### config.mk
export PLATFORM = sky130hd
export DESIGN_NAME = pwm_deadtime
export DESIGN_NICKNAME = d
export VERILOG_FILES = /design/src/rtl/pwm_deadtime.sv
export SDC_FILE = /design/constraint.sdc
export NUM_CORES = 1
export LEC_CHECK = 0
export ABC_AREA = 1
export CORE_MARGIN = 5
export CORE_UTILIZATION = 55
export DETAILED_ROUTE_END_ITERATION = 8
export DONT_BUFFER_PORTS = 1
export GPL_ROUTABILITY_DRIVEN = 0
export MAX_ROUTING_LAYER = met4
export PLACE_DENSITY = 0.78
export SYNTH_ARGS = -nofsm -noshare
export SYNTH_HDL_FRONTEND = slang
export SYNTH_SLANG_ARGS = --single-unit
### constraint.sdc
create_clock -name clk -period 1.15 [get_ports clk]
set_input_delay 0.23 -clock clk [delete_from_list [all_inputs] [get_ports clk]]
set_output_delay 0.23 -clock clk [all_outputs]
set_load 0.05 [all_outputs]
### src/rtl/pwm_deadtime.sv
// Complementary dead-time inserter: turns a single PWM stream into high/low gate
// drives with a guaranteed both-off interval, plus enable gating and sticky fault shutdown.
module pwm_deadtime #(
  parameter int DEAD_WIDTH = 8
) (
  input  logic                  clk,
  input  logic                  rst,
  input  logic                  ena,
  input  logic                  pwm_in,
  input  logic [DEAD_WIDTH-1:0] dead_time,
  input  logic                  fault,
  input  logic                  fault_clr,
  output logic                  hi_out,
  output logic                  lo_out,
  output logic                  dead_active,
  output logic                  fault_latched
);

  typedef enum logic [1:0] {
    ST_OFF  = 2'd0,
    ST_DEAD = 2'd1,
    ST_HI   = 2'd2,
    ST_LO   = 2'd3
  } state_e;

  localparam logic [DEAD_WIDTH-1:0] CNT_ONE = DEAD_WIDTH'(1);

  state_e                state_q, state_d;
  logic                  pwm_r_q;
  logic                  target_q, target_d;
  logic [DEAD_WIDTH-1:0] cnt_q, cnt_d;
  logic                  fault_q, fault_d;
  logic                  kill;
  logic [DEAD_WIDTH-1:0] dead_len;

  // A programmed dead time of zero still yields one both-off cycle.
  function automatic logic [DEAD_WIDTH-1:0] sat_dead(input logic [DEAD_WIDTH-1:0] d);
    return (d == '0) ? CNT_ONE : d;
  endfunction

  assign dead_len = sat_dead(dead_time);
  assign kill     = !ena || fault || fault_q;

  always_comb begin
    fault_d = fault_q;
    if (fault)          fault_d = 1'b1;
    else if (fault_clr) fault_d = 1'b0;
  end

  always_comb begin
    state_d  = state_q;
    target_d = target_q;
    cnt_d    = cnt_q;
    if (kill) begin
      state_d = ST_OFF;
    end else begin
      unique case (state_q)
        ST_OFF: begin
          state_d  = ST_DEAD;
          target_d = pwm_r_q;
          cnt_d    = dead_len;
        end
        ST_DEAD: begin
          if (pwm_r_q != target_q) begin
            target_d = pwm_r_q;
            cnt_d    = dead_len;
          end else if (cnt_q == CNT_ONE) begin
            state_d = target_q ? ST_HI : ST_LO;
          end else begin
            cnt_d = cnt_q - CNT_ONE;
          end
        end
        ST_HI: begin
          if (!pwm_r_q) begin
            state_d  = ST_DEAD;
            target_d = 1'b0;
            cnt_d    = dead_len;
          end
        end
        ST_LO: begin
          if (pwm_r_q) begin
            state_d  = ST_DEAD;
            target_d = 1'b1;
            cnt_d    = dead_len;
          end
        end
        default: state_d = ST_OFF;
      endcase
    end
  end

  // Input register stage followed by the FSM state registers
  always_ff @(posedge clk) begin
    if (rst) begin
      state_q  <= ST_OFF;
      pwm_r_q  <= 1'b0;
      target_q <= 1'b0;
      cnt_q    <= '0;
      fault_q  <= 1'b0;
    end else begin
      state_q  <= state_d;
      pwm_r_q  <= pwm_in;
      target_q <= target_d;
      cnt_q    <= cnt_d;
      fault_q  <= fault_d;
    end
  end

  assign hi_out        = (state_q == ST_HI);
  assign lo_out        = (state_q == ST_LO);
  assign dead_active   = (state_q == ST_DEAD);
  assign fault_latched = fault_q;

endmodule

---- Word-level counts from Yosys, hierarchy flattened ----
Cells that the tools add are included.
operators by class
  add/subtract/negate cells ............... 1
  multiplexer cells ....................... 18
  equal/unequal tests ..................... 11
  reductions and logical operators ........ 10
  bitwise gates (word level) .............. 1
operator list
  kind                   number
  $mux W8                5
  $pmux W8 S4            1
  $reduce_and A4 Y1      3
  $eq A8 B1 Y1 const B   1
  $logic_not A8 Y1       1
  $mux W2                4
  $pmux W2 S4            1
  $sub A8 B1 Y8 const B  1
  $mux W1                6
  $ne A2 B1 Y1 const B   3
  $eq A2 B2 Y1 const B   2
  $ne A2 B2 Y1 const B   2
  $pmux W1 S4            1
  $ne A3 B3 Y1 const B   1
  $eq A2 B1 Y1 const B   1
  $logic_not A2 Y1       1
  $logic_or A1 B1 Y1     2
  $reduce_bool A2 Y1     1
  $reduce_or A2 Y1       1
  $logic_not A1 Y1       1
  $ne A1 B1 Y1           1
  $not A1 Y1             1
storage, ports and cells
  word-level logic and storage cells ...... 46
  output and inout port bits .............. 4
  register bits ........................... 13

---- Depth between registers and ports, before layout ----
Gate-level depths: netlist (run 1).
  word-level depth ........................ 5
  depth in mapped cells ................... 9

---- Least setup slack after synthesis (run 1) ----
No wires, ideal clock.
  path type ............................... register to register
  start point ............................. register state_q[0]
  end point ............................... register cnt_q[2]
  slack ................................... -0.430 ns
  clock period less this slack ............ 1.580 ns
  cell stages (with the launch flop) ...... 9
  data required time ...................... 1.021 ns
  data arrival time ....................... 1.451 ns
  library setup time ...................... 0.129 ns
  path buffers ............................ 1
  path through ............................ dfxtp_1 > inv_2 > nor2_2 > nand3_2 > buf_6 > nand2_1 > o21ai_2 > nand2_1 > a21oi_2
between the ends
  cells in the longest elaborated chain, start to end .. 3
  elaborated cells on any way between the ends .. 9
  classes of those cells .................. eq/ne (6); mux (1); reduce/logical (2)
ends and longest elaborated chain
  item                                line  source
  start: declaration                  28    state_e state_q, state_d;
  start signal: assignment            101   state_q <= state_d;
  $eq A2 B1 Y1 (*)                    --
  via dead_active                     15    output logic dead_active,
  $ne A3 B3 Y1 (no source line)       --
  $reduce_and A4 Y1 (no source line)  --
  end signal: assignment              104   cnt_q <= cnt_d;
  end: declaration                    31    logic [DEAD_WIDTH-1:0] cnt_q, cnt_d;
Mark *: on every way through the listed nets, which the timed path passes. The rest lies on a longest branch.
A chain may end at the register's enable or synchronous reset.

---- Final worst setup path (run 1) ----
  start point ............................. register pwm_r_q
  end point ............................... register cnt_q[1]
between the ends
  cells in the longest elaborated chain, start to end .. 3
  elaborated cells on any way between the ends .. 7
  classes of those cells .................. eq/ne (4); mux (2); reduce/logical (1)
ends and longest elaborated chain
  item                                                               line  source
  start: declaration                                                 29    logic pwm_r_q;
  start signal: assignment                                           102   pwm_r_q <= pwm_in;
  $ne A1 B1 Y1                                                       64    if (pwm_r_q != target_q) begin
  $ne A3 B3 Y1 (no source line) or $mux W8 (tied branches)           --
  $reduce_and A4 Y1 (no source line) or $pmux W8 S4 (tied branches)  --
Parallel ways exist; a longest one is shown, timed or not.

==> impl.org, run 1 <==
** Status
- Outcome :: finished with violations
- Violated checks :: negative setup slack

** Power
- Power share of the combinational group :: 34.6%
- In this run the static leakage power is 0.000738 uW.
- Net switching is 38.7% of the power.
- IR analysis of the VDD net gives a maximum drop of 0.858 mV.
- Internal power comes to 786 uW.
- P per Cell Area :: 816 nW/um^2
- The analysis attributes to net switching a power of 497 uW.
- The clock network burns 26.1% of the power.
- The completed layout was analyzed and its total power is 1280 uW.
- Sequential share of power :: 39.3%

** Worst setup path
- By startpoint and endpoint, the worst setup path is classified as flop to flop.
- Worst setup SP type :: flop
- The worst setup path is captured at a flop.
- Sequence of cells on the critical path :: inv_4 -> buf_4 -> nand3_2 -> nand3_2 -> a21oi_4 -> buf_12 -> nand2_1 -> a21oi_2
- Cell seen most often among critical-path stages :: sky130_fd_sc_hd__nand3_2
- At the worst endpoint, the arrival time is 1.65 ns.
- Slowest cell delay on critical path :: 0.38 ns
- The slowest stage of the critical path belongs to the cell sky130_fd_sc_hd__dfxtp_4.
- Required time of the critical path :: 1.38 ns
- Largest fanout of any net on the critical path :: 6

** Global route
- Number of antenna violations at the first check in global routing :: 0
- Global routing used 30.2% of the available tracks.
- Via count of the first global-routing pass :: 1,272
- The first global-routing pass estimated 5730 microns of wire.
- Total global routing overflow :: 0
- Entering global routing, the biggest net connects 9 pins.

** Timing
- The smallest clock period supported by the final layout is computed as 1.42 ns.
- Maximum clock rate :: 0.706 GHz
- Tightest Pin Transition :: 0.225 ns
- The final critical path takes up 123% of the cycle.
- The number of slew-limit violations in the final report was 0.
- Minimum setup slack in the final design :: -0.267 ns
- Setup Viol. Count Final :: 14
- Worst rel slew slack :: 84.9%
- Final-layout worst hold slack :: 0.0387 ns
- Unrepaired setup endpoints after global routing :: yes
- Count of endpoints failing hold in the final timing report :: 0
- Clock skew on the completed layout was measured at 0.00226 ns.

** Synth
- Register bit total from synthesis :: 13
- Cell with the most instances after synthesis :: sky130_fd_sc_hd__nand2_1
- Post-synth EDFFs :: 0
- Ranked by instance count, the synthesized netlist is headed by sky130_fd_sc_hd__nand2_1 (48), sky130_fd_sc_hd__nor2_1 (25), sky130_fd_sc_hd__inv_1 (20).
- After synthesis the cells add up to 946 sq um.
- During synthesis, Yosys emitted a total of 0 warnings.
- Leading area contributor after synthesis :: sky130_fd_sc_hd__dfxtp_1
- Portion of the post-synthesis area used by sequential elements :: 27.5%
- By area the synthesized netlist is led by sky130_fd_sc_hd__dfxtp_1 (28%), sky130_fd_sc_hd__nand2_1 (19%), sky130_fd_sc_hd__nor2_1 (9.9%).
- Synthesis handed over a netlist of 155 instances.
- The synthesized design devotes to its leading area cell type 27.5% of total area.
- Post-synthesis async set-or-reset flop share :: 0%
- In this run, distinct cell masters in the synthesized netlist total 25.
- Net count after synthesis :: 171
- Flip-flop cell with the highest count after synthesis :: sky130_fd_sc_hd__dfxtp_1
- Synthesized area per cell :: 6.10 sq um

** Clock tree
- Clock tree synthesis inserted a total of 3 buffers.
- Maximum clock path buffer count :: 2
- CTS Root Buffer Type :: sky130_fd_sc_hd__clkbuf_4
- Source-to-sink clock delay at the later pin of the worst-skew pair :: 0.30 ns
- Num Clock Sinks :: 13
- CTS tree :: yes
- Count of H-tree levels built during CTS :: 1
- Clock-pin slew on the worst setup and hold paths :: 0.10 ns

** Finish
- Proportion of layout cells with a drive suffix above 1 :: 53.3%
- Non-filler cells, final :: 214
- Count of antenna diodes in the layout :: 0
- The area growth from synthesis to layout is 66.3%.
- Final-stage net count :: 214

** Worst hold path
- Worst min-delay path class :: primary input to flop

** Job
- Max-cap violations in this run came to 0.

** Die
- Chip height :: 51.5 microns
- The die is 51.5 microns wide.
- 18 I/O pins were placed.
- For this configuration, the core starts out at a cell density of 56.0%.
- The core region is 1690 sq um.
- Total number of placement rows :: 15
- Die Footprint :: 2650 sq um

** Placed design
- The wire-length estimate of the detail-placed layout is 1930 microns.
- Port buffer count :: 0
- After detailed placement, the design holds a cell count of 192.

** Drt
- Average routed wire per standard cell :: 21.4 microns
- The first routing iteration left 122 violations.
- Total number of vias :: 1,348
- Number of detailed-route iterations in the first pass :: 5
- Once detail routing completed, the nets flagged for antenna violations numbered 0.
- Number of vias per cell after detailed routing :: 6.30
- # DRC :: 0
- Summed over all layers, the routed wires come to 4590 microns.
## final cells by class
cell class	instances	area (sq um)
Sequential cell	13	282
Multi-Input combinational cell	116	759
Fill cell	60	116
Clock buffer	4	26.3
Tap cell	17	21.3
Timing Repair Buffer	41	395
Inverter	23	88.8
## power groups by stage
stage	combinational, uW	clock (uW)	sequential, uW
after floorplan	196	0	511
after global placement	272	0	503
after detailed placement	283	0	504
after CTS	352	290	497
after global routing	470	335	505
final	444	334	504
## cell families (layout without fill, tap and decap cells)
logic type	count (synthesis)	after routing	synth area share [%]
XOR/XNOR	2	2	1.85
AND/OR/NAND/NOR	97	97	44.6
buffers and inverters	26	68	11.9
adder cells (fa/ha/maj)	2	2	2.65
AO/OA/AOI/OAI	15	15	11.5
flip-flops	13	13	27.5
## registers in the layout (all words and copies together), names as in the netlist
register / flops
cnt_q: 8
target_q: 1
state_q: 2
fault_latched: 1
pwm_r_q: 1
## critical path: cells and delay by family, from the launching register on
kind | cells | cell delay [ns]
AOI/OAI and AO/OA | 2 | 0.35
DFF | 1 | 0.38
buffers and inverters | 3 | 0.32
and+or+nand+nor | 3 | 0.29
## stage by stage
step	setup WS [ns]	util (%)	instance area, sq um	TNS [ns]
CTS	-0.166	85.2	1440	-1.46
floorplan	-0.207	-	963	-1.21
global placement	-0.153	68.4	1160	-1.01
global route	-0.331	93.1	1570	-3.39
detailed placement	-0.181	68.4	1160	-1.30
finish	-0.267	93.1	1570	-2.77
## timing repair
action	4_1_cts	5_1_grt
pin swaps	7	15
hold buffers	2	1
endpoints found under the hold margin	3	2
gates resized for setup	38	31
setup endpoints to repair	13	14
buffers inserted	12	3
## path summary, 6_finish.rpt
kind | start | slack [ns] | cells after the start | endpoint
worst max register to register | pwm_r_q | -0.27 | 8 | cnt_q[1]
worst min-delay path | pwm_in | 0.04 | 2 | pwm_r_q
worst max-delay path | pwm_r_q | -0.27 | 8 | cnt_q[1]
worst min register to register | cnt_q[3] | 0.60 | 2 | cnt_q[3]
## placed cells by master, fill, tap and decap left out, types with 2 or more instances in the layout
master	Yosys	final
sky130_fd_sc_hd__nand2_2	3	11
sky130_fd_sc_hd__dfxtp_1	13	4
sky130_fd_sc_hd__a21oi_4	1	2
sky130_fd_sc_hd__nor2_4	2	6
sky130_fd_sc_hd__nand4_1	2	2
sky130_fd_sc_hd__nand2_1	48	35
sky130_fd_sc_hd__nand3_2	1	4
sky130_fd_sc_hd__a21oi_2	3	5
sky130_fd_sc_hd__inv_2	3	7
sky130_fd_sc_hd__nand3_1	12	8
sky130_fd_sc_hd__nor2_1	25	16
sky130_fd_sc_hd__nor2_2	2	7
sky130_fd_sc_hd__nand2_4	0	5
sky130_fd_sc_hd__ha_4	0	2
sky130_fd_sc_hd__a21oi_1	5	2
sky130_fd_sc_hd__inv_1	20	15
sky130_fd_sc_hd__buf_6	2	6
sky130_fd_sc_hd__dlygate4sd3_1	0	3
sky130_fd_sc_hd__buf_4	0	27
sky130_fd_sc_hd__dfxtp_2	0	5
sky130_fd_sc_hd__dfxtp_4	0	4
sky130_fd_sc_hd__o21ai_2	2	3
sky130_fd_sc_hd__clkbuf_4	0	3
sky130_fd_sc_hd__buf_12	0	4
## metal layers
layer  track usage, %  share of wire, %  vias to the layer above
met1             33.3                37                      608
met5                -                 0                        -
li1                 -                 -                      560
met4             17.9               5.9                        0
met3             6.71                12                       38
met2             49.6                45                      142
No activity file was read; power rests on OpenSTA's default activity.
==> inputs of run 2 (changes only) <==
CELL_PAD_IN_SITES_DETAIL_PLACEMENT = 1   (was default)
CELL_PAD_IN_SITES_GLOBAL_PLACEMENT = 2   (was default)
CORE_UTILIZATION = 28   (was 55)
PLACE_DENSITY = 0.77   (was 0.78)
RECOVER_POWER = 100   (was default)
==> run 2 against run 1 <==
Effect of this change: the run still ends with negative setup slack left; wire length fell by 30%; clock power is 10% lower; sequential share of layout area up 0.79 points; global-route usage decreased by 14 points; register-to-register slack better by 0.096 ns; design area is 5.5% lower; largest power group unchanged.
==> impl.org, run 2 (synthesis gave the netlist of run 1 again) <==
** Worst setup path
- The required time of the worst setup path came to 1.36 ns (-0.02 ns).
- STA classifies the critical path endpoint as a flop.
- Kind of critical path :: flop to flop
- Largest fanout of any net on the critical path :: 4 (-2)
- Worst setup SP type :: flop
- Arrival time reported for the critical path endpoint :: 1.53 ns (-0.12 ns)

** Finish
- The count of non-filler cells in the finished layout is 237 (+11%).
- Sequential cell area :: 278 sq um (-1.3%)
- Proportion of layout cells with a drive suffix above 1 :: 48.2% (-5.1 points)
- Area of the multi-input gates :: 707 sq um (-6.9%)
- The final design instance area without fill came to 1490 sq um (-5.5%).
- Register name with the most flops :: cnt_q
- The area growth from synthesis to layout is 57.1%.
- The number of flip-flops under the largest register name was 8 (unchanged).
- The fill cell total of the finished layout was 437 (+630%).
- Final-stage net count :: 208 (-2.8%)
- The number of inserted diodes came to 0 (unchanged).
- Commonest cells after routing, fill and taps aside :: sky130_fd_sc_hd__nand2_1 (37), sky130_fd_sc_hd__buf_4 (24), sky130_fd_sc_hd__inv_1 (18), sky130_fd_sc_hd__nor2_1 (16), sky130_fd_sc_hd__nand2_2 (11)
- Largest regs :: cnt_q (8), state_q (2)
- The library cell used most frequently in the layout, excluding fill and tap cells, is sky130_fd_sc_hd__nand2_1.

** Clock tree
- The H-tree depth came to 1 (unchanged).
- The worst-case clock buffer depth was 2 (unchanged).
- The clock transition time at the flip-flop clock pins of the worst setup and hold paths is 0.09 ns (about the same).
- TritonCTS buffer count :: 3 (unchanged)
- CTS tree :: yes
- The CTS sink count came to 13 (unchanged).
- Source-to-sink clock delay at the later pin of the worst-skew pair :: 0.28 ns (-0.02 ns)
- CTS placed an instance of sky130_fd_sc_hd__clkbuf_4 at the clock tree root.

** Timing
- The number of hold-slack violations in the final timing report came to 0 (unchanged).
- The total setup violations reported at the end of the flow is 13 (-1).
- Unrepaired setup endpoints after global routing :: yes
- The number of slew-limit violations in the final report was 0 (unchanged).
- Clock period minus final worst setup slack :: 1.32 ns (-0.0961 ns)
- Clock skew after layout :: 0.00580 ns (+0.00354 ns)
- Minimum setup slack in the final design :: -0.171 ns (+0.0961 ns)
- The transition at the pin with the smallest max-transition slack is 0.365 ns (+0.141 ns).
- Maximum clock rate :: 0.757 GHz (+7.3%)
- Worst rel slew slack :: 75.6% (-9.4 points)
- Period utilization :: 115% (-8.4 points)
- The post-route worst hold slack is 0.0344 ns (-0.00427 ns).

** Die
- Count of boundary I/O pins :: 18 (unchanged)
- The area of the die came to 4640 sq um (+75%).
- Total number of placement rows :: 21 (+6)
- Width of the die :: 68.1 microns (+32%)
- Chip height :: 68.1 microns (+32%)
- The effective utilization at floorplan is 28.6% (-27 points).
- The total core area is 3310 sq um (+96%).

** Placed design
- The instance count after placement with tap cells included is 226 (+18%).
- The placed instance area is 1240 sq um (+7.5%).
- Port buffer count :: 0 (unchanged)
- Final HPWL from detailed placement :: 2460 microns (+27%)

** Global route
- Total global routing overflow :: 0 (unchanged)
- The initial antenna violation count came to 0 (unchanged).
- The global-route wire length before repair came to 5420 microns (-5.5%).
- The total routing resource utilization after global routing came to 16.3% (-14 points).
- Via count of the first global-routing pass :: 1,181 (-7.2%)
- Maximum number of pins on one net before global-route repair :: 10 (+1)

** Drt
- The wire length per cell after detailed routing came to 13.5 microns (-37%).
- Number of detailed-route iterations in the first pass :: 4 (-1)
- The residual antenna-violating net count after detailed routing came to 0 (unchanged).
- Total number of vias :: 1,067 (-21%)
- The final routed wirelength across all metal layers was 3200 microns (-30%).
- Initial detailed-routing violation count :: 14 (-89%)
- The remaining routing DRC violations is 0 (unchanged).
- The average via count per standard cell came to 4.50 (-29%).

** Power
- Standby leakage power :: 0.000682 uW (-7.7%)
- P per Cell Area :: 789 nW/um^2 (-3.3%)
- The maximum ir drop on the vdd rail is 0.323 mV (-62%).

** Worst hold path
- Worst min-delay path class :: primary input to flop

** Job
- The max-cap violation count is 0 (unchanged).

** Status
- The flow ran to the end, but the final reports show violations.
- Violated checks :: negative setup slack
-- run 2: cell count changes in the layout (fill, tap and decap cells not counted), sizes merged --
cell / before / now
dlygate4sd3: 3 / 1
buf: 38 / 33
clkbuf: 4 / 5
-- run 2: what timing repair did --
item                                   in CTS  in global routing
hold buffers                                1                  0
endpoints found under the hold margin       6                  0
setup endpoints to repair                  14                 14
gates resized for setup                    30                 23
pin swaps                                  11                  7
buffers inserted                            4                  3
-- run 2: layer usage --
metal / vias up / wire [microns] / GRT usage (%)
met5: - / 0 / -
met4: 0 / 33 / 4.47
met3: 4 / 96 / 2.46
met2: 18 / 1630 / 28.8
met1: 498 / 1440 / 19.1
li1: 547 / - / -
-- run 2: layout make-up --
class / instances / area share (%)
Inverter: 23 / 5.98
Sequential cell: 13 / 18.7
Timing Repair Buffer: 35 / 22.1
Multi-Input combinational cell: 116 / 47.6
Clock buffer: 4 / 1.77
Tap cell: 46 / 3.87
-- run 2: worst paths after layout --
| check | start | end | slack [ns] | cells after the start |
|---|---|---|---|---|
| worst max-delay path | state_q[1] | target_q | -0.17 | 8 |
| worst min-delay path | pwm_in | pwm_r_q | 0.03 | 2 |
| worst max register to register | state_q[1] | target_q | -0.17 | 8 |
| worst min register to register | cnt_q[1] | cnt_q[1] | 0.61 | 3 |
-- run 2: power breakdown --
group          total (uW)  internal, uW  switching [uW]
Sequential            492           470            21.7
Combinational         382           166             215
Clock                 300           135             165
-- run 2: critical path, cell delays in order (launching register included) --
cell and delay [ns]:
sky130_fd_sc_hd__dfxtp_4 0.37, sky130_fd_sc_hd__buf_6 0.12, sky130_fd_sc_hd__nor2_4 0.14, sky130_fd_sc_hd__nand3_4 0.12, sky130_fd_sc_hd__buf_4 0.15, sky130_fd_sc_hd__buf_6 0.11
sky130_fd_sc_hd__nand4_1 0.06, sky130_fd_sc_hd__nand2_1 0.06, sky130_fd_sc_hd__a21oi_2 0.13
-- run 2: per-stage QoR --
step                worst slack [ns]  TNS [ns]  total power (uW)  util, %
floorplan                     -0.207     -1.21               707        -
global placement              -0.164     -1.06               807     37.5
detailed placement            -0.188     -1.37               820     37.5
CTS                           -0.174     -1.70              1170     42.2
global route                  -0.254     -2.78              1260     44.9
finish                        -0.171     -1.65              1170     44.9
==> inputs of run 3 (changes only) <==
ABC_AREA = default   (was 1)
CORE_UTILIZATION = 31   (was 28)
PLACE_DENSITY = 0.76   (was 0.77)
==> run 3 against run 2 <==
Effect of this change: the run still ends with negative setup slack left; register-to-register slack got worse by 0.39 ns; total power is 6.4% lower; core utilization rose by 4.1 points; highest routed layer unchanged; critical path type unchanged; design area down 12%; combinational power decreased by 14%; worst setup slack got worse by 0.39 ns; final cell count down 28%; sequential power is 1% lower.
==> impl.org, run 3 <==
** Worst hold path
- The tightest min-delay check is of the primary input to flop type.
- Hold depth :: 1 (-1)
- Worst min-delay path endpoint :: cnt_q[5]
- Hold path startpoint :: rst

** Finish
- Layout overhead on the synthesized area :: 55.9%
- Non-filler cells, final :: 171 (-28%)
- Count of antenna diodes in the layout :: 0 (unchanged)
- Register name with the most flops :: cnt_q
- Final-stage net count :: 157 (-25%)
- The fraction of final layout cells sized beyond drive strength 1 is 46.4% (-1.7 points).
- The number of flip-flops under the largest register name is 8 (unchanged).
- Most common cell after layout, fill and taps aside :: sky130_fd_sc_hd__buf_4
- Largest regs :: cnt_q (8), state_q (2)
- Commonest cells after routing, fill and taps aside :: sky130_fd_sc_hd__buf_4 (31), sky130_fd_sc_hd__a21oi_1 (8), sky130_fd_sc_hd__dfxtp_1 (7)

** Worst setup path
- STA classifies the critical path startpoint as a flop.
- Largest fanout of any net on the critical path :: 10 (+6)
- The worst register-to-register path begins at cnt_q[6].
- The worst setup path is captured at a flop.
- Slack of the worst reg-to-reg path :: -0.56 ns (-0.39 ns)
- The data arrival time of the critical path came to 1.91 ns (+0.38 ns).
- The depth of the worst register-to-register path is 6 (-2).
- Reg2reg end :: state_q[1]
- Kind of critical path :: flop to flop
- The required time of the worst setup path was 1.35 ns (about the same).

** Synth
- Most numerous cell types in the synthesized netlist :: sky130_fd_sc_hd__dfxtp_1 (13), sky130_fd_sc_hd__a21oi_1 (8), sky130_fd_sc_hd__nand2b_1 (7), sky130_fd_sc_hd__o21ai_0 (7)
- The netlist area before placement is 843 sq um (-11%).
- Portion of the post-synthesis area used by sequential elements :: 30.9% (+3.3 points)
- Top cells by area, synth :: sky130_fd_sc_hd__dfxtp_1 (31%), sky130_fd_sc_hd__nand2b_1 (5.2%), sky130_fd_sc_hd__a21oi_1 (4.7%)
- Cell with the most instances after synthesis :: sky130_fd_sc_hd__dfxtp_1
- The number of instances in the synthesized netlist is 101 (-35%).
- For this run, the leading register cell type out of synthesis is sky130_fd_sc_hd__dfxtp_1.
- Register bit total from synthesis :: 13 (unchanged)
- Leading area contributor after synthesis :: sky130_fd_sc_hd__dfxtp_1
- Proportion of netlist area held by the largest area contributor :: 30.9% (+3.3 points)
- The number of warning messages in the yosys log came to 0 (unchanged).
- The distinct cell type count of the synthesized netlist came to 38 (+52%).
- Synthesized area per cell :: 8.35 sq um (+37%)
- Net count after synthesis :: 117 (-32%)
- The count of flip-flops with a built-in enable after synthesis is 0 (unchanged).
- The async set-or-reset flop fraction in the synthesized netlist is 0% (unchanged).

** Job
- MaxCap Viol Count :: 0 (unchanged)

** Placed design
- Port buffer count :: 0 (unchanged)
- The instance count after placement with tap cells included was 164 (-27%).
- Final HPWL from detailed placement :: 2420 microns (-1.6%)

** Drt
- The number of detailed-routing iterations run before antenna repair was 4 (unchanged).
- # DRC :: 0 (unchanged)
- The average via count per standard cell came to 5.51 (+22%).
- Initial detailed-routing violation count :: 21 (+7)
- Total wire length after detailed routing :: 3000 microns (-6.2%)
- The wire length per cell after detailed routing is 17.6 microns (+30%).
- Total number of vias :: 943 (-12%)
- The residual antenna-violating net count after detailed routing is 0 (unchanged).

** Die
- The row count is 19 (-9.5%).
- The top-level port count is 18 (unchanged).
- Chip height :: 62.2 microns (-8.8%)
- The area of the die came to 3860 sq um (-17%).
- Width of the die :: 62.2 microns (-8.8%)
- The effective utilization at floorplan was 31.4% (+2.8 points).
- The total core area came to 2690 sq um (-19%).

** Clock tree
- Clock-pin slew on the worst setup and hold paths :: 0.08 ns (about the same)
- The worst-case clock buffer depth was 2 (unchanged).
- TritonCTS built the clock tree.
- The latest clock arrival within the worst-skew pair was 0.27 ns (about the same).
- Clock tree synthesis selected as its root buffer the cell sky130_fd_sc_hd__clkbuf_4.
- The number of buffers created by CTS was 3 (unchanged).
- The CTS sink count came to 13 (unchanged).
- Count of H-tree levels built during CTS :: 1 (unchanged)
- The number of hold-repair buffers added at the cts stage was 0 (-1).

** Timing
- Final Max Tran Viols :: 0 (unchanged)
- The post-route fraction of the period consumed by the critical path was 149% (+34 points).
- The final critical-path required period came to 1.71 ns (+0.389 ns).
- Setup repair after global routing could not meet its margin everywhere.
- Maximum clock rate :: 0.585 GHz (-23%)
- Clock skew after layout :: 0.00100 ns (-0.00480 ns)
- The number of hold-slack violations in the final timing report was 0 (unchanged).
- The transition at the pin with the smallest max-transition slack was 0.326 ns (-0.0391 ns).
- The worst slew margin relative to its limit is 78.1% (+2.5 points).
- Final-layout worst hold slack :: 0.00845 ns (-0.0260 ns)
- The minimum setup slack in the final design is -0.560 ns (-0.389 ns).
- Setup Viol. Count Final :: 14 (+1)

** Status
- The checks that failed: negative setup slack.
- Outcome :: finished with violations

** Global route
- The total routing resource utilization after global routing was 16.8% (+0.48 points).
- The largest net degree at the start of global routing came to 18 (+8).
- The remaining global-route overflow came to 0 (unchanged).
- Via count of the first global-routing pass :: 1,103 (-6.6%)
- The global-route wire length before repair came to 5190 microns (-4.2%).
- Number of antenna violations at the first check in global routing :: 0 (unchanged)

** Power
- Standby leakage power :: 0.000505 uW (-26%)
- The power per cell area is 835 nW/um^2 (+5.8%).
- The maximum ir drop on the vdd rail was 0.577 mV (+78%).
==> run 3: per-layer routing <==
metal	routed length [microns]	vias up	global-route usage (%)
li1	-	461	-
met4	91	0	8.67
met3	114	10	3.06
met1	1250	440	18.8
met5	0	-	-
met2	1550	32	28.2
==> run 3: logic make-up after synthesis <==
logic type	synth area share (%)
compound gates	30.0
simple gates	25.7
flops	30.9
buf+inv	5.34
xor+xnor	4.01
fa+ha+maj	2.97
mux	1.19
==> run 3: cell type report <==
| type | instances | area [sq um] |
|---|---|---|
| fill | 327 | 1370 |
| sequential | 13 | 273 |
| multi-input combinational | 78 | 602 |
| tap | 31 | 38.8 |
| inverter | 5 | 22.5 |
| clock buffer | 4 | 26.3 |
| timing repair buffer | 40 | 353 |
==> run 3: timing repair <==
action / 4_1_cts / 5_1_grt
buffers inserted: 2 / 2
pin swaps: 1 / 0
resized for setup: 15 / 7
endpoints found under the setup margin: 14 / 13
endpoints found under the hold margin: 0 / 2
==> run 3: how the worst max path moves through the flow <==
| stage | to | slack, ns | from | cells past startpoint |
|---|---|---|---|---|
| 2_1_floorplan | cnt_q[0] | -0.50 | state_q[1] | 6 |
| 3_3_place_gp | cnt_q[6] | -0.57 | cnt_q[6] | 5 |
| 3_5_place_dp | cnt_q[4] | -0.63 | cnt_q[6] | 5 |
| 4_1_cts | cnt_q[4] | -0.56 | cnt_q[6] | 5 |
| 5_1_grt | state_q[1] | -0.66 | cnt_q[6] | 6 |
| 6_report | state_q[1] | -0.56 | cnt_q[6] | 6 |
==> run 3: metrics by stage <==
stage          setup TNS [ns]  setup slack [ns]  cell area [sq um]  util, %  total power, uW
2_1_floorplan           -5.23            -0.499                907        -              672
3_3_place_gp            -5.22            -0.572               1210     44.9              799
3_5_place_dp            -5.65            -0.626               1210     44.9              810
4_1_cts                 -5.90            -0.562               1290     48.1             1100
5_1_grt                 -6.84            -0.664               1320     49.0             1160
6_report                -5.92            -0.560               1320     49.0             1100
==> run 3: worst max-delay path: stages, from the launching register on <==
cell and delay (ns):
sky130_fd_sc_hd__dfxtp_2 0.33, sky130_fd_sc_hd__or4_4 0.55, sky130_fd_sc_hd__nor4_4 0.31, sky130_fd_sc_hd__buf_12 0.17, sky130_fd_sc_hd__buf_6 0.12, sky130_fd_sc_hd__a21oi_1 0.05, sky130_fd_sc_hd__nor3_1 0.11
==> run 3: power breakdown <==
part | total, uW | internal [uW] | switching (uW)
clock | 283 | 134 | 149
sequential | 485 | 470 | 15.5
combinational | 330 | 166 | 163
total | 1100 | 770 | 328
